<file path="src/rtl/alu_arbiter.sv">
`default_nettype none
// ============================================================================
// Module   : alu_arbiter
// Brief    : Two requesters share one 32-bit ALU; result held in a
//            single registered response slot with valid/ready handshake.
// Revision : 1.0 - initial release
// ============================================================================
module alu_arbiter #(
    parameter int RR_EN = 1
) (
    input  logic        clk,
    input  logic        rst,
    input  logic        flush,
    input  logic        req0_valid,
    input  logic        req1_valid,
    output logic        req0_ready,
    output logic        req1_ready,
    input  logic [31:0] req0_a,
    input  logic [31:0] req0_b,
    input  logic [31:0] req1_a,
    input  logic [31:0] req1_b,
    input  logic [3:0]  req0_op,
    input  logic [3:0]  req1_op,
    output logic        rsp_valid,
    input  logic        rsp_ready,
    output logic [31:0] rsp_result,
    output logic        rsp_zero,
    output logic        rsp_id
);

    localparam logic [0:0] c_EMPTY = 1'b0;
    localparam logic [0:0] c_FULL  = 1'b1;

    logic [0:0]  r_state;
    logic [0:0]  w_state_next;
    logic        r_last;
    logic [31:0] r_result;
    logic        r_zero;
    logic        r_id;
    logic        w_grant0;
    logic        w_grant1;
    logic        w_slot_free;
    logic        w_accept0;
    logic        w_accept1;
    logic        w_accept;
    logic [31:0] w_alu0;
    logic [31:0] w_alu1;
    logic [31:0] w_sel;

    function automatic logic [31:0] alu_calc(input logic [31:0] a,
                                             input logic [31:0] b,
                                             input logic [3:0]  op);
        logic [31:0] res;
        case (op)
            4'b0000: res = a + b;
            4'b0001: res = a - b;
            4'b0010: res = a & b;
            4'b0011: res = a | b;
            4'b0100: res = a ^ b;
            4'b0101: res = a << b[4:0];
            4'b0110: res = a >> b[4:0];
            4'b0111: res = $unsigned($signed(a) >>> b[4:0]);
            4'b1000: res = {31'd0, ($signed(a) < $signed(b))};
            4'b1001: res = {31'd0, (a < b)};
            default: res = 32'd0;
        endcase
        return res;
    endfunction

    assign w_alu0 = alu_calc(req0_a, req0_b, req0_op);
    assign w_alu1 = alu_calc(req1_a, req1_b, req1_op);

    // On a tie, round-robin favours whoever was not served by the last accept.
    always_comb begin
        w_grant0 = 1'b0;
        w_grant1 = 1'b0;
        if (req0_valid && req1_valid) begin
            if ((RR_EN != 0) && (r_last == 1'b0)) w_grant1 = 1'b1;
            else                                   w_grant0 = 1'b1;
        end else begin
            w_grant0 = req0_valid;
            w_grant1 = req1_valid;
        end
    end

    assign w_slot_free = ((r_state == c_EMPTY) || rsp_ready) && !flush && !rst;
    assign w_accept0   = req0_valid && req0_ready;
    assign w_accept1   = req1_valid && req1_ready;
    assign w_accept    = w_accept0 || w_accept1;
    assign w_sel       = w_accept1 ? w_alu1 : w_alu0;

    always_ff @(posedge clk) begin
        if (rst) r_state <= c_EMPTY;
        else     r_state <= w_state_next;
    end

    always_comb begin
        w_state_next = r_state;
        if (flush) begin
            w_state_next = c_EMPTY;
        end else if (r_state == c_EMPTY) begin
            if (w_accept) w_state_next = c_FULL;
        end else begin
            if (w_accept)       w_state_next = c_FULL;
            else if (rsp_ready) w_state_next = c_EMPTY;
        end
    end

    always_comb begin
        rsp_valid  = (r_state == c_FULL);
        req0_ready = w_grant0 && w_slot_free;
        req1_ready = w_grant1 && w_slot_free;
    end

    // Data registers only move on an accept; a drain leaves them untouched.
    always_ff @(posedge clk) begin
        if (rst) begin
            r_result <= 32'd0;
            r_zero   <= 1'b0;
            r_id     <= 1'b0;
            r_last   <= 1'b1;
        end else if (w_accept) begin
            r_result <= w_sel;
            r_zero   <= (w_sel == 32'd0);
            r_id     <= w_accept1;
            r_last   <= w_accept1;
        end
    end

    assign rsp_result = r_result;
    assign rsp_zero   = r_zero;
    assign rsp_id     = r_id;

endmodule
`default_nettype wire

</file>
<file path="config.mk">
export PLATFORM = sky130hd
export DESIGN_NAME = alu_arbiter
export DESIGN_NICKNAME = d
export VERILOG_FILES = /design/src/rtl/alu_arbiter.sv
export SDC_FILE = /design/constraint.sdc
export NUM_CORES = 1
export LEC_CHECK = 0
export ABC_AREA = 1
export CORE_UTILIZATION = 45
export DETAILED_ROUTE_END_ITERATION = 6
export SYNTH_ARGS = -nofsm -noshare
export SYNTH_HDL_FRONTEND = slang
export SYNTH_SLANG_ARGS = --single-unit
</file>
<file path="constraint.sdc">
create_clock -name clk -period 9.05 [get_ports clk]
set_clock_uncertainty 0.1 [all_clocks]
set_input_delay 2.2625 -clock clk [delete_from_list [all_inputs] [get_ports clk]]
set_output_delay 2.2625 -clock clk [all_outputs]
set_load 0.05 [all_outputs]
</file>
==> results.toml, run 1 <==
[worst_setup_path]
end_kind = "output pin"
cpPeakStageDelay_ps = 880
required_ps = 6690
critPathKind = "in -> out"
cpMostUsedCell = "clkdlybuf4s50_1"
critPathTopFamily = "buffers and inverters"
slowest_stage = "clkdlybuf4s50_1"
path_buf_inv = 4
rrSetupSlack_ps = 5880
worstPathMaxFanout = 35
crit_chain = "clkdlybuf4s50_1 > or2_1 > nor2_2 > inv_2 > a211oi_4 > buf_4 > clkdlybuf4s50_1"
startpoint_type = "input pin"
cp.arrival_ps = 4570

[layout]
antenna_cells = 0
final_layout_size_suffix_gt1_frac = 0.0252
area_delta_synth_final_pct = 8.48
final_nets = 4621
finalNonFillerCells = 4889

[floorplanning]
fp.dieH_microns = 220
core_sq_um = 46700
dieArea_sq_um = 48300
initial_core_util = 0.457
rows = 79
die_x_microns = 220
io_pins = 179

[synthesis]
synthArstFlopShare = 0
synth_adder_area_share = 0.118
synth_compound_gate_area_share = 0.121
yosys.area_share.simple = 0.580
ys_warn_count = 0
synth_area_sq_um = 21300
synth-xor-area-share = 0.000822
yosys.cell_types.count = 55
synth_edf_count = 0
ys_ff_latch = 36
synth.avg_cell_area_sq_um = 4.99
yosysTopAreaCell = "nand3_1"
ys_seq_area_frac = 0.0338
syn_nets = 4617
ys.flop_type = "dfxtp_1"
synth_top_area_share = 0.235
muxShareOfSynthArea = 0
synth_top_family_by_area = "simple AND/OR/NAND/NOR gates"
syn_inst = 4277
synth.area.top_cells = "nand3_1 (24%), nand2_1 (23%), ha_1 (11%)"

[outcome]
failed_checks = "DRC"
status = "complete, but fails checks"

[drt]
routed_wl_mm = 111
avgViaCountPerCell = 5.95
drcViolationCount = 21
drt-pass1-iter-count = 7
drt_iter0_drc = 3846
num_vias = 29100
ant_nets = 0
detail_route.wl_per_cell_microns = 22.7

[min_path]
hp-class = "reg -> reg"

[global_routing]
grt_max_degree = 75
grt_pass1_wl_mm = 162
track_usage = 0.446
grt_pass1_vias = 26500
grt_overflow = 0
antenna_found_initial = 0

[timing]
fmax_ghz = 0.144
setup_tns_ps = 0
rsz0062_at_grt = "no"
relSlewSlack = 0.227
hold_violations = 0
min_period_over_period = 0.766
fin_crit_ps = 6930
worst_slew_pin_slew_ps = 1160
timing.hold.ws_ps = 372
setup_viol = 0
finalMaxSlewViolations = 0

[power]
irDropWorstVdd_mv = 0.0739
leakage_nw = 12.5
power_mw = 1.78
powerDensity_nw_per_um2 = 76.8

[placement]
finalWeightedCongestion = 1.09
placed_cells = 4881
numPortBuffers = 178
post-dp-hpwl_mm = 90.3

[clock_tree]
cts_hold_buf = 0
cts_tree = "yes"
cts-root-buf = "clkbuf_16"
cts_buffers = 5
clk_latency_ps = 280
h-tree-depth = 2
clock-sinks = 36
postCtsSetupBuffers = 0
clockBufferDepth = 2
cts_resized = 0
path_clk_slew_ps = 60

[run]
max-cap-violations = 0
-- report_power, final --
part | leakage (nW) | internal (mW) | switching, mW | total [mW]
Sequential | 0.295 | 0.170 | 0.00834 | 0.179
Combinational | 12.2 | 0.407 | 0.993 | 1.40
Clock | 0.0798 | 0.129 | 0.0686 | 0.198
Total | 12.5 | 0.707 | 1.07 | 1.78
-- worst paths after layout --
path / cells past startpoint / from / endpoint
setup / recovery: 7 / rst / req1_ready
hold / removal: 2 / rsp_id$_SDFFE_PP0P_ / rsp_id$_SDFFE_PP0P_
setup reg to reg: 17 / rsp_valid$_SDFF_PP0_ / rsp_zero$_SDFFE_PP0P_
hold reg to reg: 2 / rsp_id$_SDFFE_PP0P_ / rsp_id$_SDFFE_PP0P_
-- metal layers --
metal  global-route usage  wire length (microns)
met5                    0                      0
met4                0.422                  12500
met3               0.0591                   8720
met2                0.728                  49000
met1                0.499                  40700
-- through the flow --
stage               worst slack, ps  area, sq um   util
finish                         2120        23100  0.496
CTS                            2110        23100  0.496
global route                   2030        23100  0.496
floorplan                      3380        21300      -
global placement               2130        23000  0.492
detailed placement             2120        23000  0.492
-- worst min-delay path, cell delays in order (launching register included) --
cell and delay, ps:
dfxtp_1 310, nand2_1 60, a21oi_1 60
-- cell usage in the layout, fill, tap and decap left out, drive strengths merged --
master / synthesis / routed
o22ai: 39 / 39
xnor2: 1 / 1
dfxtp: 36 / 36
xor2: 1 / 1
o21a: 1 / 1
clkdlybuf4s50: 0 / 172
o2111ai: 4 / 4
fa: 4 / 4
inv: 541 / 541
clkinv: 2 / 3
a221oi: 2 / 2
o31ai: 1 / 1
nor3: 47 / 47
o21ai: 130 / 130
or2: 6 / 6
a21o: 2 / 2
nand4: 54 / 54
and3: 7 / 7
ha: 194 / 194
a211oi: 11 / 11
o21bai: 54 / 54
nor3b: 2 / 2
nand3b: 7 / 7
nor4: 2 / 2
and2: 11 / 11
nand2: 1317 / 1317
bufinv: 0 / 1
clkinvlp: 0 / 1
o221ai: 4 / 4
a21oi: 167 / 167
a31oi: 4 / 4
nand3: 1006 / 1006
clkbuf: 50 / 5
buf: 158 / 33
nor2: 386 / 386
a21boi: 3 / 3
o211ai: 23 / 23
-- cell families (layout without fill, tap and decap cells) --
group | count (synthesis) | count (layout)
adder cells (fa/ha/maj) | 198 | 198
XOR/XNOR | 2 | 2
flip-flops | 36 | 36
buffers and inverters | 751 | 756
AND/OR/NAND/NOR | 2845 | 2845
AO/OA/AOI/OAI | 445 | 445
-- registers in the layout, indices dropped and copies added (netlist names) --
signal / count
rsp_id: 1
r_last: 1
rsp_result: 32
rsp_zero: 1
rsp_valid: 1
-- final cells by class --
class | instances | area, sq um
well taps | 607 | 759
clock inverters | 3 | 42.5
multi-input cells | 3490 | 17500
clock buffers | 5 | 125
inverters | 543 | 2050
repair buffers | 205 | 1950
fillers | 5463 | 23500
flip-flops and latches | 36 | 721
-- Yosys cell counts (13+ instances only) --
master    instances
nand2_1        1291
nand3_1        1002
inv_1           521
nor2_1          382
ha_1            194
a21oi_1         165
buf_2           113
o21ai_0         109
nand4_1          54
o21bai_1         54
clkbuf_1         49
nor3_1           45
o22ai_1          39
dfxtp_1          36
nand2_2          24
buf_4            22
o211ai_1         22
o21ai_1          21
inv_2            17
buf_1            13
Power figures use the tool's default switching activity.
==> run 2: changes to the inputs <==
- clock period: 9.05 -> 6.9 ns (I/O delays scaled with it)
==> results.toml, run 2 (same netlist as run 1, synthesis figures left out) <==
[outcome]
status = "complete, but fails checks"
failed_checks = "DRC"

[floorplanning]
io_pins = 179
rows = 79
core_sq_um = 46700
die_x_microns = 220
fp.dieH_microns = 220
dieArea_sq_um = 48300
initial_core_util = 0.457

[worst_setup_path]
crit_chain = "clkdlybuf4s50_1 > buf_4 > inv_4 > nand2_1 > nand3_1 > nand3_1 > nand2_1 > nand2_1 > o21ai_0 > nand2_1 > nand2_1 > nor2_1 > nand3_1 > nand2_1 > nand2_1 > nor2_1 > nand3_1 > nor2_1 > nand2_1 > a21oi_1"
cpMostUsedCell = "nand2_1"
critPathTopFamily = "simple AND/OR/NAND/NOR gates"
rr_startpoint = "rsp_valid$_SDFF_PP0_"
end_kind = "flop"
worstPathMaxFanout = 35
slowest_stage = "clkdlybuf4s50_1"
startpoint_type = "input pin"
cpPeakStageDelay_ps = 700
path_buf_inv = 3
cp.arrival_ps = 5720
required_ps = 7000
startpoint = "req0_b[0]"
rrSetupSlack_ps = 3790
critPathKind = "in -> reg"

[layout]
layout_commonest_cell = "nand2_1"
antenna_cells = 0
nFillCells = 5397
largest_reg_flops = 32
final_nets = 4633
most-common-layout-cells = "nand2_1 (1,291), nand3_1 (1,002), inv_1 (520)"
area_delta_synth_final_pct = 8.79
final_layout_size_suffix_gt1_frac = 0.0279
finalNonFillerCells = 4901

[timing]
fmax_ghz = 0.178
relSlewSlack = 0.210
fin_crit_ps = 5610
setup_tns_ps = 0
hold_violations = 0
setup_viol = 0
finalMaxSlewViolations = 0
rsz0062_at_grt = "no"
min_period_over_period = 0.814
worst_slew_pin_slew_ps = 1180

[global_routing]
track_usage = 0.442
antenna_found_initial = 1
grt_overflow = 0
grt_pass1_vias = 26700
grt_max_degree = 75
grt_pass1_wl_mm = 162

[power]
powerDensity_nw_per_um2 = 98.7
irDropWorstVdd_mv = 0.120
power_mw = 2.29
leakage_nw = 12.6

[clock_tree]
cts_hold_buf = 0
postCtsSetupBuffers = 0
clock-sinks = 36
cts_tree = "yes"
clk_latency_ps = 280
cts-root-buf = "clkbuf_16"
h-tree-depth = 2
clockBufferDepth = 2
cts_resized = 0
cts_buffers = 5
path_clk_slew_ps = 60

[run]
max-cap-violations = 0

[drt]
ant_nets = 0
num_vias = 29600
drt_iter0_drc = 4072
drt-pass1-iter-count = 7
avgViaCountPerCell = 6.05
routed_wl_mm = 109
drcViolationCount = 21
detail_route.wl_per_cell_microns = 22.2

[placement]
post-dp-hpwl_mm = 87.3
placed_cells = 4893
numPortBuffers = 178
finalWeightedCongestion = 1.11

[min_path]
hp-class = "reg -> reg"
hp-start = "rsp_id$_SDFFE_PP0P_"
run 2: worst register-to-register path, stage by stage (launching register included):
cell	delay (ps)
dfxtp_1	310
inv_1	50
nor2_1	50
nor2_2	140
inv_2	50
a211oi_4	180
buf_4	440
nor2_1	80
buf_4	240
inv_2	510
nand3_1	260
nor2_1	130
nand2_1	60
nor2_1	80
nand3_1	90
nor2_1	90
nand2_1	70
a21oi_1	120
run 2: area by class of cell:
| class | count | area [sq um] | area share |
|---|---|---|---|
| Multi-Input combinational cell | 3490 | 17500 | 0.754 |
| Inverter | 543 | 2050 | 0.0882 |
| Timing Repair Buffer | 217 | 2040 | 0.0881 |
| Tap cell | 607 | 759 | 0.0327 |
| Sequential cell | 36 | 721 | 0.0311 |
| Clock buffer | 5 | 125 | 0.00539 |
| Clock inverter | 3 | 18.8 | 0.000809 |
run 2: stage by stage:
stage,hold WS (ps),setup WS (ps),util,instance area [sq um]
3_5_place_dp,361,1290,0.494,23100
6_report,370,1290,0.497,23200
2_1_floorplan,412,2300,-,21300
4_1_cts,369,1400,0.497,23200
3_3_place_gp,356,1250,0.494,23100
5_1_grt,379,1020,0.497,23200
run 2: power breakdown:
group          leakage [nW]  switching [mW]  internal, mW  total, mW
sequential            0.295         0.00970         0.223      0.233
clock                0.0736          0.0882         0.133      0.221
combinational          12.2            1.30         0.538       1.83
total                  12.6            1.39         0.894       2.29
run 2: final timing paths:
kind	endpoint	depth (start not counted)
hold / removal	rsp_id$_SDFFE_PP0P_	2
setup reg to reg	rsp_zero$_SDFFE_PP0P_	17
hold reg to reg	rsp_id$_SDFFE_PP0P_	2
setup / recovery	rsp_zero$_SDFFE_PP0P_	20
run 2: metal layers:
| layer | GRT usage | vias up | part of all wire | routed length (microns) |
|---|---|---|---|---|
| met3 | 0.0663 | 465 | 0.096 | 10500 |
| met4 | 0.404 | 2 | 0.11 | 11900 |
| met5 | 0 | - | 0.00016 | 17 |
| met1 | 0.510 | 13200 | 0.36 | 39300 |
| li1 | - | 14000 | - | - |
| met2 | 0.705 | 1946 | 0.43 | 47200 |
